### src/rtl/mfm_pkg.sv
// Shared types for the MFM decoder: FSM states, interval classes and the
// per-pulse emission record.
package mfm_pkg;

    typedef enum logic [1:0] {
        HUNT    = 2'd0,
        PH_CLK  = 2'd1,
        PH_DATA = 2'd2
    } state_t;

    typedef enum logic [1:0] {
        IVL_2T  = 2'd0,
        IVL_3T  = 2'd1,
        IVL_4T  = 2'd2,
        IVL_ERR = 2'd3
    } ivl_t;

    // Bits produced by one qualified pulse: none, one, or an ordered pair.
    typedef struct packed {
        logic vld;
        logic pair;
        logic first;
        logic second;
    } emit_t;

    function automatic emit_t mk_emit(input logic vld, input logic pair,
                                      input logic first, input logic second);
        emit_t e;
        e.vld    = vld;
        e.pair   = pair;
        e.first  = first;
        e.second = second;
        return e;
    endfunction

endpackage

### src/rtl/mfm_interval_classify.sv
// Combinational pulse-interval classifier. Compares twice the counter value
// against odd multiples of the half-cell so odd HALF_CELL_CLKS stay exact.
module mfm_interval_classify
    import mfm_pkg::*;
#(
    parameter int unsigned HALF_CELL_CLKS = 8,
    parameter int unsigned CNT_W          = 6
) (
    input  logic [CNT_W-1:0] i_cnt,
    output ivl_t             o_class_c
);

    localparam int unsigned W2    = CNT_W + 1;
    localparam int unsigned LIM_3 = 3 * HALF_CELL_CLKS;
    localparam int unsigned LIM_5 = 5 * HALF_CELL_CLKS;
    localparam int unsigned LIM_7 = 7 * HALF_CELL_CLKS;
    localparam int unsigned LIM_9 = 9 * HALF_CELL_CLKS;

    logic [W2-1:0] w_cnt2;

    assign w_cnt2 = {i_cnt, 1'b0};

    always_comb begin
        o_class_c = IVL_ERR;
        if (w_cnt2 < W2'(LIM_3)) begin
            o_class_c = IVL_ERR;
        end else if (w_cnt2 < W2'(LIM_5)) begin
            o_class_c = IVL_2T;
        end else if (w_cnt2 < W2'(LIM_7)) begin
            o_class_c = IVL_3T;
        end else if (w_cnt2 < W2'(LIM_9)) begin
            o_class_c = IVL_4T;
        end else begin
            o_class_c = IVL_ERR;
        end
    end

endmodule

### src/rtl/mfm_decode.sv
// MFM flux-pulse decoder: measures pulse spacing, tracks clock/data phase and
// emits data bits. Define MFM_DECODE_ERR_EN to add the decodeError pulse output.
module mfm_decode
    import mfm_pkg::*;
#(
    parameter int unsigned HALF_CELL_CLKS = 8
) (
    input  logic clk,
    input  logic rst,
    input  logic mfmIn,
    input  logic mfmEdge,
    output logic currentRealBit,
    output logic currentRealBitValid
`ifdef MFM_DECODE_ERR_EN
    ,
    output logic decodeError
`endif
);

    localparam int unsigned CNT_SAT = 5 * HALF_CELL_CLKS;
    localparam int unsigned CNT_W   = $clog2(CNT_SAT + 1);
    localparam int unsigned LIM_TO  = 9 * HALF_CELL_CLKS;

    state_t           r_state;
    state_t           w_state_nxt;
    logic [CNT_W-1:0] r_cnt;
    logic             w_pulse;
    logic             w_timeout;
    ivl_t             w_class;
    emit_t            w_emit;
    logic             r_bit;
    logic             r_vld;
    logic             r_pend_vld;
    logic             r_pend_bit;

    assign w_pulse   = mfmEdge & mfmIn;
    assign w_timeout = ({r_cnt, 1'b0} >= (CNT_W + 1)'(LIM_TO));

    mfm_interval_classify #(
        .HALF_CELL_CLKS (HALF_CELL_CLKS),
        .CNT_W          (CNT_W)
    ) u_classify (
        .i_cnt     (r_cnt),
        .o_class_c (w_class)
    );

    // Interval counter: cleared by a pulse, saturating otherwise.
    always_ff @(posedge clk) begin
        if (!rst) begin
            r_cnt <= '0;
        end else if (w_pulse) begin
            r_cnt <= '0;
        end else if (r_cnt != CNT_W'(CNT_SAT)) begin
            r_cnt <= r_cnt + CNT_W'(1);
        end
    end

    always_ff @(posedge clk) begin
        if (!rst) begin
            r_state <= HUNT;
        end else begin
            r_state <= w_state_nxt;
        end
    end

    // Phase tracking and bit emission for the current cycle.
    always_comb begin
        w_state_nxt = r_state;
        w_emit      = '0;
        unique case (r_state)
            HUNT: begin
                if (w_pulse) begin
                    w_state_nxt = PH_CLK;
                end
            end
            PH_CLK: begin
                if (w_pulse) begin
                    unique case (w_class)
                        IVL_2T:  w_emit = mk_emit(1'b1, 1'b0, 1'b0, 1'b0);
                        IVL_3T: begin
                            w_emit      = mk_emit(1'b1, 1'b0, 1'b1, 1'b0);
                            w_state_nxt = PH_DATA;
                        end
                        default: w_state_nxt = PH_CLK;
                    endcase
                end else if (w_timeout) begin
                    w_state_nxt = HUNT;
                end
            end
            PH_DATA: begin
                if (w_pulse) begin
                    unique case (w_class)
                        IVL_2T:  w_emit = mk_emit(1'b1, 1'b0, 1'b1, 1'b0);
                        IVL_3T: begin
                            w_emit      = mk_emit(1'b1, 1'b1, 1'b0, 1'b0);
                            w_state_nxt = PH_CLK;
                        end
                        IVL_4T:  w_emit = mk_emit(1'b1, 1'b1, 1'b0, 1'b1);
                        default: w_state_nxt = PH_CLK;
                    endcase
                end else if (w_timeout) begin
                    w_state_nxt = HUNT;
                end
            end
            default: w_state_nxt = HUNT;
        endcase
    end

    // A pulse the cycle after a pair pulse classifies as ERR (interval 0), so a
    // pending second bit never competes with a new first bit.
    always_ff @(posedge clk) begin
        if (!rst) begin
            r_bit      <= 1'b0;
            r_vld      <= 1'b0;
            r_pend_vld <= 1'b0;
            r_pend_bit <= 1'b0;
        end else if (r_pend_vld) begin
            r_bit      <= r_pend_bit;
            r_vld      <= 1'b1;
            r_pend_vld <= 1'b0;
        end else if (w_emit.vld) begin
            r_bit      <= w_emit.first;
            r_vld      <= 1'b1;
            r_pend_vld <= w_emit.pair;
            r_pend_bit <= w_emit.second;
        end else begin
            r_vld <= 1'b0;
        end
    end

    assign currentRealBit      = r_bit;
    assign currentRealBitValid = r_vld;

`ifdef MFM_DECODE_ERR_EN
    logic w_err;
    logic r_err;

    // Bad interval while locked (4T is illegal only from the clock phase) or timeout.
    assign w_err = (r_state != HUNT) &&
                   (w_pulse ? ((w_class == IVL_ERR) ||
                               ((r_state == PH_CLK) && (w_class == IVL_4T)))
                            : w_timeout);

    always_ff @(posedge clk) begin
        if (!rst) begin
            r_err <= 1'b0;
        end else begin
            r_err <= w_err;
        end
    end

    assign decodeError = r_err;
`endif

endmodule

### config.mk
export PLATFORM = sky130hd
export DESIGN_NAME = mfm_decode
export DESIGN_NICKNAME = d
export VERILOG_FILES = /design/src/rtl/mfm_pkg.sv /design/src/rtl/mfm_interval_classify.sv /design/src/rtl/mfm_decode.sv
export SDC_FILE = /design/constraint.sdc
export NUM_CORES = 1
export LEC_CHECK = 0
export ABC_AREA = 1
export BUFFER_PORTS_ARGS = -buffer_cell sky130_fd_sc_hd__buf_2
export CAP_MARGIN = 15
export CORE_MARGIN = 2
export CORE_UTILIZATION = 57
export DETAILED_ROUTE_END_ITERATION = 10
export GPL_TIMING_DRIVEN = 0
export PLACE_DENSITY_LB_ADDON = 0.05
export RECOVER_POWER = 100
export SETUP_SLACK_MARGIN = 0.02
export SYNTH_ARGS = -nofsm -noshare
export SYNTH_HDL_FRONTEND = slang
export SYNTH_SLANG_ARGS = --single-unit
### constraint.sdc
create_clock -name clk -period 2.2 [get_ports clk]
set_input_delay 0.44 -clock clk [delete_from_list [all_inputs] [get_ports clk]]
set_output_delay 0.44 -clock clk [all_outputs]
set_load 0.05 [all_outputs]
### After elaboration in Yosys (flattened, before gate mapping)

Index checks and enable logic that the tools add are counted.

| word-level totals | value |
|---|---|
| bits in registers | 12 |
| word-level logic and storage cells | 52 |

| cells by class | value |
|---|---|
| mux-type cells | 20 |
| reductions and logical operators | 8 |
| bitwise logic cells | 4 |
| $add $sub $neg | 1 |
| eq/ne operators | 8 |
| magnitude comparators | 5 |

Operator list:

| cell | count |
|---|---|
| $mux W2 | 8 |
| $pmux W4 S2 | 2 |
| $lt A7 B6 Y1 const B | 2 |
| $pmux W4 S3 | 1 |
| $mux W4 | 2 |
| $ge A7 B7 Y1 const B | 1 |
| $lt A7 B5 Y1 const B | 1 |
| $lt A7 B7 Y1 const B | 1 |
| $add A6 B1 Y6 const B | 1 |
| $ne A3 B3 Y1 const B | 2 |
| $ne A6 B6 Y1 const B | 1 |
| $pmux W2 S3 | 1 |
| $mux W1 | 5 |
| $eq A2 B1 Y1 const B | 2 |
| $eq A2 B2 Y1 const B | 2 |
| $logic_not A2 Y1 | 2 |
| $pmux W2 S2 | 1 |
| $reduce_or A2 Y1 | 2 |
| $not A1 Y1 | 3 |
| $reduce_and A3 Y1 | 1 |
| $reduce_or A3 Y1 | 1 |
| $ne A2 B2 Y1 const B | 1 |
| $reduce_and A2 Y1 | 1 |
| $reduce_bool A2 Y1 | 1 |
| $and A1 B1 Y1 | 1 |

### Depth between registers and ports, before layout

| depth | value |
|---|---|
| word-level depth | 11 |
| gate-level depth with buffers | 14 |
| gate-level depth less buffers | 14 |

### Modules after synthesis

Synthesis repeated with hierarchy kept, for this count alone.

| second synthesis, totals | value |
|---|---|
| cell total of the unflattened synthesis | 121 |
| area, all modules | 914.6 µm² |

By module, submodules not included:

| module | sequential area each (µm²) | area an instance (µm²) | instances | cells an instance |
|---|---|---|---|---|
| mfm_decode | 240.2 | 859.6 | 1 | 107 |
| mfm_interval_classify | 0.0 | 55.1 | 1 | 14 |

### Worst setup path after synthesis

No wires, ideal clock.

| path | value |
|---|---|
| path type | register -> register |
| start | register r_cnt[2] |
| end | register r_pend_bit |
| data required time | 2083 ps |
| stages on the path, launching flop included | 13 |
| setup time | 117 ps |
| arrival | 1514 ps |
| slack | 569 ps |
| cell sequence | dfxtp_1 nand2_1 a21oi_1 inv_1 ha_1 inv_1 nand2_2 nand3_2 nand2_2 clkinv_2 nand3_1 nand2_1 nor2_1 |

| on the way | value |
|---|---|
| word-level cells in the longest chain between the ends | 10 |

Ends and longest elaborated chain:

| item | RTL line | text |
|---|---|---|
| from (decl) | mfm_decode.sv:26 | `logic [CNT_W-1:0] r_cnt;` |
| from (signal assigned) | mfm_decode.sv:54 | `r_cnt <= r_cnt + CNT_W'(1);` |
| $lt A7 B7 Y1 | mfm_interval_classify.sv:31 | `end else if (w_cnt2 < W2'(LIM_9)) begin` |
| $mux W1 | mfm_interval_classify.sv:31 |  |
| $mux W2 | mfm_interval_classify.sv:29 | `end else if (w_cnt2 < W2'(LIM_7)) begin` |
| $mux W2 | mfm_interval_classify.sv:27 | `end else if (w_cnt2 < W2'(LIM_5)) begin` |
| $mux W2 (*) | mfm_interval_classify.sv:25 | `if (w_cnt2 < W2'(LIM_3)) begin` |
| $eq A2 B2 Y1 (tied with other cells) | mfm_decode.sv:92 | `unique case (w_class)` |
| $pmux W4 S3 / $pmux W4 S2 (equally long branches) | mfm_decode.sv:92, mfm_decode.sv:78 |  |
| $mux W4 (on tied branches) | mfm_decode.sv:91, mfm_decode.sv:77 |  |
| $pmux W4 S2 (*) | mfm_decode.sv:70 | `unique case (r_state)` |
| $reduce_and A2 Y1 (no line) | -- |  |
| to (signal assigned) | mfm_decode.sv:125 | `r_pend_bit <= w_emit.second;` |
| to (decl) | mfm_decode.sv:34 | `logic r_pend_bit;` |

Mark *: on every way between the ends. The rest lies on a longest branch, timed or not.
A chain may end at the register's enable or synchronous reset.

### Worst setup path after layout

Same ends and word-level chain as after synthesis.

==> summary.md <==
| Metric | Value |
|---|---|
| Setup TNS Final | 0 ns |
| Synth Area in Adders | 15.7% |
| Core Rows | 14 |
| PortBufs | 5 |
| Sequential share of the synthesized area | between 20% and 30% |
| Initial Utilization | 59.4% |
| Synth warn | 0 |
| Worst-margin pin slew | slightly below 0.6 ns |
| Max-capacitance violation count | 0 |
| Hold WC Path Type | input pin to flop |
| Pwr dens | roughly 500 nW/um^2 |
| Vias/cell | 4.88 |
| Top delay family on crit path | simple AND/OR/NAND/NOR gates |
| Leakage | 0.000469 uW |
| DRT Pass-1 Iters | 3 |
| Antenna Diode Count | 0 |
| H-tree Lvls | 1 |
| Die area | 1860 um^2 |
| Fillers | 132 |
| Commonest non-fill, non-tap cell in the layout | nand2_1 |
| Seq. cell area | 240 um^2 |
| Post-CTS sizing | 0 |
| GRT Overall Usage | between 10% and 20% |
| Antenna-violating nets left | 0 |
| Syn avg cell area | 7.35 um^2 |
| Hpwl dp | 1160 um |
| Vias in the first global route | 646 |
| Final period utilization | 88.2% |
| Most frequent cells in the layout | 28 x nand2_1, 16 x inv_1, 12 x dfxtp_1, 11 x nor2_1, 11 x ha_1 |
| Xor-xnor portion of the synthesized cell area | 2.00% |
| Final WL | 1430 um |
| Clk slew on worst S/H paths | ~0.08 ns |
| Post-synthesis net count | 134 |
| Kind of critical path | flop to flop |
| TritonCTS clock tree | done |
| GRT met1 Usage | 25.0% |
| Layout area overhead | 6.29% |
| Netlist cell types | 25 |
| Max FO, Critical Path | 6 |
| Post-synthesis mux area share | 0% |
| CTS root buf | clkbuf_4 |
| CTS Hold Bufs | 0 |
| Critical path required time | 2.41 ns |
| Setup bufs post-CTS | 0 |
| Slew HR | 60.9% |
| First-pass GRT wire length | 2570 um |
| Vias | about 700 |
| Critical path, cell by cell | nand2_1, a21oi_1, inv_1, ha_1, inv_1, nand2_2, nand3_1, nand2_1, clkinv_2, nand2_1, nand2_1, nand2_1, nor2_1 |
| Final hold vios | 0 |
| Die Y | 43.2 um |
| WL/cell | about 10 um |
| M3 GR Usage | 5.11% |
| FF+latch count, synth | 12 |
| Nets | 144 |
| GPL Wtd Cong | 0.828 |
| Clk_lat worst skew | ~0.27 ns |
| WP data arrival | 2.15 ns |
| Share of cells above drive strength 1 | 16.4% |
| Peak supply drop | 0.349 mV |
| I/O pins | 6 |
| Pin count of the biggest net entering global routing | 8 |
| Die W | 43.2 um |
| Complex-gate fraction of the synthesized area | 7.58% |
| Crit path capture type | flop |
| Setup-failing EPs final | 0 |
| Clk sink count | 12 |
| Fmax | approximately 0.52 GHz |
| Most frequent CP cell | nand2_1 |
| DRC | 0 |
| First DRT Iteration DRCs | 6 |
| Grt total ovfl | 0 |
| Post-route insts no fill | 144 |
| RSZ-0062 raised after global routing | false |
| Slowest cell on crit path | dfxtp_1 |
| Post-Synthesis Cells | roughly 120 |
| CP max stage delay | 0.46 ns |
| Pins over their slew limit | 0 |
| Inst Count DP | 140 |
| Buffer and inverter count on the worst path | 3 |
| Startpoint Class | flop |
| Area share of and/or/nand/nor cells after synthesis | 38.2% |
| Minimum clock period | 1.94 ns |
| Area of the multi-input gates | 533 um^2 |
| GR Layer Usage met2 | 28.4% |
| Number of buffers on the longest clock path | 2 |
| Largest family of logic cells by synthesized area | simple AND/OR/NAND/NOR gates |
| Core outline area | approximately 1500 um^2 |
| Status | complete, no violations |
| Initial antenna violation count | 0 |
| Netlist Area Pre-Place | 875 um^2 |
| Final clock skew | 0.00160 ns |
| GR peak layer | met2 |
| Cts bufs inserted | 3 |
[cell usage after synthesis]
library cell	instances	share of area, %
nand2_1	24	10
inv_1	16	6.9
dfxtp_1	12	27
ha_1	11	16
nor2_1	11	4.7
a21oi_1	8	4.6
nand3_1	7	4.0
nand2_2	6	4.3
nand3_2	4	4.6
o21ai_0	3	1.7
inv_2	2	0.86
nor2_2	2	1.4
a31oi_1	1	0.72
and2_4	1	1.0
clkinv_2	1	0.57
inv_4	1	0.72
nand2_4	1	1.3
nand3_4	1	2.0
nand3b_1	1	0.86
nor2_8	1	2.3
nor3_1	1	0.57
nor3b_1	1	0.86
o21ai_1	1	0.57
xnor2_1	1	1.0
xor2_1	1	1.0
[report_power, final]
group,switching [uW],internal (uW)
Sequential,6.95,223
Combinational,31.4,19.8
Clock,78.1,101
Total,116,343
[area by class of cell]
type                       instances  area share, %
inverter                          20           8.34
timing repair buffer               5           2.42
tap                               16           2.15
clock buffer                       4           3.90
multi-input combinational         87           57.3
sequential                        12           25.8
[state kept, by name, summed over array words and instances, names as in the netlist]
signal and count:
r_state 2, r_pend_vld 1, currentRealBitValid 1, r_pend_bit 1, currentRealBit 1, r_cnt 6
[worst min-delay path: stages]
cell and delay, ns:
buf_2 0.10, nand3_1 0.07, nor2_1 0.04
[layer usage]
metal | routed length, um | vias to the layer above
li1 | - | 390
met1 | 741 | 305
met2 | 631 | 6
met3 | 40 | 2
met4 | 13 | 0
met5 | 0 | -
[through the flow]
step                      area, um^2  power, uW  setup slack [ns]  hold WS (ns)  util (%)
after floorplan                  875        280             0.569         0.464         -
final                            930        459             0.260         0.417      63.2
after detailed placement         920        293             0.360         0.477      62.5
after CTS                        956        474             0.335         0.412      65.0
after global routing             930        488            0.0971         0.434      63.2
after global placement           920        291             0.410         0.468      62.5
[path summary, 6_finish.rpt]
check,start,end,slack (ns),depth (start not counted)
min,rst,r_pend_vld,0.42,3
max reg2reg,r_cnt[2],r_pend_bit,0.26,13
min reg2reg,currentRealBit,currentRealBit,0.49,2
max,r_cnt[2],r_pend_bit,0.26,13
[kinds of logic after synthesis]
family / after synthesis
flip-flops: 12
AND/OR/NAND/NOR: 61
adder cells (fa/ha/maj): 11
XOR/XNOR: 2
buffers and inverters: 20
AO/OA/AOI/OAI: 13
No activity file was read; power rests on OpenSTA's default activity.
